`src/rtl/inst_axi_rd_bridge_pkg.sv`:
```
// Shared AXI read-channel constants and AR FSM state encoding for the
// instruction-fetch AXI read bridge.
package inst_axi_rd_bridge_pkg;

    localparam logic [1:0] BURST_INCR   = 2'b01;
    localparam logic [7:0] ARLEN_SINGLE = 8'd0;
    localparam logic [1:0] SIZE_WORD    = 2'h2;
    localparam logic [1:0] LOCK_NORMAL  = 2'b00;

    typedef enum logic [0:0] {
        IDLE    = 1'b0,
        AR_WAIT = 1'b1
    } ar_state_t;

endpackage

```
`src/rtl/inst_axi_rd_bridge.sv`:
```
// Instruction-fetch bridge: SRAM-like req/addr_ok/data_ok to single-beat AXI4
// reads, with an outstanding-read limit and flush-time response discarding.
//
//  state   | meaning
//  IDLE    | may accept a fetch request when below the outstanding limit
//  AR_WAIT | AR beat presented, holding araddr/arsize until arready
module inst_axi_rd_bridge
    import inst_axi_rd_bridge_pkg::*;
#(
    parameter logic [3:0] AR_ID     = 4'd0,
    parameter int         MAX_OUTST = 2
) (
    input  logic        clk,
    input  logic        resetn,
    input  logic        inst_sram_req,
    input  logic        inst_sram_wr,
    input  logic [1:0]  inst_sram_size,
    input  logic [31:0] inst_sram_addr,
    output logic        inst_sram_addr_ok,
    output logic        inst_sram_data_ok,
    output logic [31:0] inst_sram_rdata,
    input  logic        flush,
    output logic [3:0]  arid,
    output logic [31:0] araddr,
    output logic [7:0]  arlen,
    output logic [2:0]  arsize,
    output logic [1:0]  arburst,
    output logic [1:0]  arlock,
    output logic [3:0]  arcache,
    output logic [2:0]  arprot,
    output logic        arvalid,
    input  logic        arready,
    input  logic [3:0]  rid,
    input  logic [31:0] rdata,
    input  logic [1:0]  rresp,
    input  logic        rlast,
    input  logic        rvalid,
    output logic        rready,
    output logic        rd_err
);

    localparam int CW = $clog2(MAX_OUTST + 2);
    localparam logic [CW-1:0] MAX_C = CW'(MAX_OUTST);

    ar_state_t     state_q, state_d;
    logic [31:0]   araddr_q;
    logic [1:0]    arsize_q;
    logic [CW-1:0] outst_cnt, discard_cnt;
    logic          ar_hs, r_done, ar_pending;
    logic [3:0]    rid_unused;

    // In-order return for a single ID makes rid uninformative here.
    assign rid_unused = rid;

    assign arid    = AR_ID;
    assign araddr  = araddr_q;
    assign arlen   = ARLEN_SINGLE;
    assign arsize  = {1'b0, arsize_q};
    assign arburst = BURST_INCR;
    assign arlock  = LOCK_NORMAL;
    assign arcache = 4'd0;
    assign arprot  = 3'd0;
    assign arvalid = (state_q == AR_WAIT);

    assign ar_hs      = arvalid & arready;
    assign ar_pending = (state_q == AR_WAIT) & ~ar_hs;
    assign rready     = (outst_cnt != '0);
    assign r_done     = rvalid & rready & rlast;

    assign inst_sram_data_ok = r_done & (discard_cnt == '0);
    assign inst_sram_rdata   = rdata;
    assign rd_err            = r_done & (rresp != 2'b00);

    always_comb begin
        state_d           = state_q;
        inst_sram_addr_ok = 1'b0;
        case (state_q)
            IDLE: begin
                inst_sram_addr_ok = inst_sram_req & ~inst_sram_wr & ~flush
                                    & (outst_cnt < MAX_C);
                if (inst_sram_addr_ok) state_d = AR_WAIT;
            end
            AR_WAIT: begin
                if (ar_hs) state_d = IDLE;
            end
            default: state_d = IDLE;
        endcase
    end

    always_ff @(posedge clk or negedge resetn) begin
        if (!resetn) begin
            state_q  <= IDLE;
            araddr_q <= '0;
            arsize_q <= SIZE_WORD;
        end else begin
            state_q <= state_d;
            if (inst_sram_addr_ok) begin
                araddr_q <= inst_sram_addr;
                arsize_q <= inst_sram_size;
            end
        end
    end

    always_ff @(posedge clk or negedge resetn) begin
        if (!resetn) begin
            outst_cnt   <= '0;
            discard_cnt <= '0;
        end else begin
            outst_cnt <= outst_cnt + CW'(ar_hs) - CW'(r_done);
            // Everything already issued or still waiting on AR is owed to the
            // pre-flush stream, except a beat that completes right now.
            if (flush)
                discard_cnt <= outst_cnt + CW'(ar_hs) + CW'(ar_pending) - CW'(r_done);
            else if (r_done && discard_cnt != '0)
                discard_cnt <= discard_cnt - 1'b1;
        end
    end

endmodule

```
`config.mk`:
```
export PLATFORM = sky130hd
export DESIGN_NAME = inst_axi_rd_bridge
export DESIGN_NICKNAME = d
export VERILOG_FILES = /design/src/rtl/inst_axi_rd_bridge_pkg.sv /design/src/rtl/inst_axi_rd_bridge.sv
export SDC_FILE = /design/constraint.sdc
export NUM_CORES = 1
export LEC_CHECK = 0
export ABC_CLOCK_PERIOD_IN_PS = 2940
export CORE_AREA = 5 5 84 86
export DETAILED_ROUTE_END_ITERATION = 16
export DIE_AREA = 0 0 89 91
export PLACE_DENSITY = 0.95
export SLEW_MARGIN = 25
export SYNTH_ARGS = -nofsm -noshare
export SYNTH_HDL_FRONTEND = slang
export SYNTH_SLANG_ARGS = --single-unit
export TNS_END_PERCENT = 1
```
`constraint.sdc`:
```
create_clock -name clk -period 2.94 [get_ports clk]
set_input_delay 0.441 -clock clk [delete_from_list [all_inputs] [get_ports clk]]
set_output_delay 0.441 -clock clk [all_outputs]
set_load 0.01 [all_outputs]
```
==> key figures <==
Floorplan
  – Initial Util: 35.05%
  – Die area: 8099 um2
  – Io pins: 175
  – Area of the core: 6205 um2
  – Die Ht: 91 um
  – Chip width: 89 um
  – Rows: 29

Worst setup path
  – CP arrival: 1.89 ns
  – WS Path Type: input port to output pin
  – Most used cell, CP: clkdlybuf4s50_1
  – CP Capture Type: output pin
  – Required time of the critical path: 2.50 ns
  – Crit path max-delay family: buffers and inverters
  – Slowest CP cell: clkdlybuf4s50_1
  – Worst-path fanout max: 5
  – CP max stage delay: 0.54 ns
  – Buf/Inv on CP: 2
  – CP cell instances: clkdlybuf4s50_1 -> nor4_1 -> and2_2 -> clkdlybuf4s50_1
  – Crit start category: input port

Clock tree
  – H-tree depth: 2
  – CTS Buf Count: 5
  – Post_cts resized: 0
  – Post-CTS Setup Inserts: 0
  – Clock root buffer: clkbuf_8
  – CTS Hold Bufs: 0
  – Clock Latency Late Sink: 0.28 ns
  – Clk slew on worst S/H paths: 0.08 ns
  – Clock Path Buffers: 2
  – CTS tree: done
  – CTS sink cnt: 39

STA
  – Final Critical Period: 2.332 ns
  – RSZ-0062 raised after global routing: false
  – Final Slew Violations: 0
  – Fin crit share: 79.30%
  – Max transition margin: 43.12%
  – Highest clock rate: 0.4289 GHz
  – Worst Max-Slew Pin Slew: 0.8531 ns
  – Final hold vios: 0
  – Final setup violation count: 0
  – Worst Skew: 0.007276 ns
  – WHS: 0.2630 ns
  – Final setup margin: 0.6084 ns
  – Setup tns final: 0 ns

Drt
  – DRT iter0 DRCs: 18
  – Drt total wl: 4354 um
  – Remaining DRCs: 0
  – Post-route ant nets: 0
  – Via count: 1229
  – Vias per Instance: 4.152
  – Drt pass-1 iters: 3
  – WL/cell: 14.71 um

Global routing
  – First-pass GRT wire length: 6693 um
  – Overall Global Routing Usage: 10.57%
  – Vias in the first global route: 1335
  – Initial antenna violation count: 0
  – GRT overflow: 0
  – Largest net degree at the start of global routing: 40

Finish
  – Fillers: 578
  – Register area: 977.2 um2
  – Layout Utilization: 44.67%
  – Multi-input logic area: 778.2 um2
  – Antenna cells: 0
  – Layout area overhead: 27.45%
  – Post-Layout Cell Count: 296
  – Nets: 301
  – Most frequent cells in the layout: clkdlybuf4s50_1, dfrtp_1, mux2_4
  – Final instance area: 2771 um2
  – Layout cell share with drive strength beyond 1: 21.92%
  – Most common cell after layout, fill and taps aside: clkdlybuf4s50_1

Power
  – Overall power: 2.566 mW
  – Max rail drop VDD: 0.4137 mV
  – Static leakage: 1.223 nW
  – Power density cells: 925.8 nW/um2

Synthesis
  – Syn Std Cell Area: 2175 um2
  – Post-Syn Instances: 166
  – Yosys top cell area share: 43.73%
  – Mean Syn Cell Area: 13.10 um2
  – Post-synth top area cell: dfrtp_1
  – Ys Warns: 0
  – Yosys reg bits: 39
  – Sequential area share after synthesis: 44.94%
  – Distinct cells, synth: 25
  – Synth top area cells: dfrtp_1, buf_4, mux2_4

Placement
  – Final GP Congestion: 0.7209
  – Dpl cells: 288
  – Post-DP HPWL: 3318 um
  – Setup WS pre-CTS: 0.5046 ns
  – Dpl cell area: 2686 um2
  – PortBufs: 82

Min path
  – HP Class: input port to async pin

Run
  – Max Cap Viol: 0

Run status
  – Status: finished clean
==> metal layers <==
metal  vias up  routed length (um)  track usage [%]
met3         6                 471            4.796
met2        75                2233            17.82
met5         -                   0                0
met4         0                  36            2.854
li1        561                   -                -
met1       587                1613            12.01
==> worst paths after layout <==
kind,from,end,cells after the start,slack [ns]
hold reg to reg,araddr[29],araddr[29],1,0.51
setup / recovery,flush,inst_sram_addr_ok,4,0.61
hold / removal,resetn,araddr[8],1,0.26
min in group clk,araddr[29],araddr[29],1,0.51
max in group asynchronous,resetn,araddr[10],1,2.14
setup reg to reg,outst_cnt[1],araddr[10],4,1.05
==> sequential cells by signal, summed over array words and instances (netlist names) <==
register,count
arsize_q,2
outst_cnt,2
discard_cnt,2
arvalid,1
araddr,32
==> cell families after synthesis <==
kind of cell	count (synthesis)	synth area share, %
buffers and inverters	63	23.13
flip-flops	39	44.94
multiplexers	35	22.90
AND/OR/NAND/NOR	15	3.798
XOR/XNOR	5	2.014
AO/OA/AOI/OAI	4	1.151
adder cells (fa/ha/maj)	3	1.726
other	2	0.3454
==> area by class of cell <==
| type | instances | share of cell area [%] |
|---|---|---|
| Tap cell | 77 | 3.476 |
| Clock inverter | 2 | 0.4515 |
| Sequential cell | 39 | 35.26 |
| Clock buffer | 6 | 2.619 |
| Multi-Input combinational cell | 86 | 28.08 |
| Timing Repair Buffer | 83 | 29.71 |
| Inverter | 3 | 0.4063 |
==> cell usage after synthesis <==
cell and number:
buf_4 56, dfrtp_1 38, mux2_4 28, mux2_2 6, xnor2_1 5, nor2_1 4
buf_12 3, ha_1 3, inv_1 3, and2_1 2, conb_1 2, nor3_1 2
or2_2 2, a21oi_1 1, and2b_2 1, buf_6 1, dfstp_2 1, mux2i_1 1
nand2_1 1, nand3b_1 1, nor2b_1 1, nor4_1 1, o211ai_1 1, o21a_1 1
o21ai_0 1
==> where the power goes <==
part           internal [mW]  switching (mW)
clock network          0.166           0.178
registers              0.808           0.160
logic                  0.833           0.421
total                   1.81           0.759
Power figures use the tool's default switching activity.
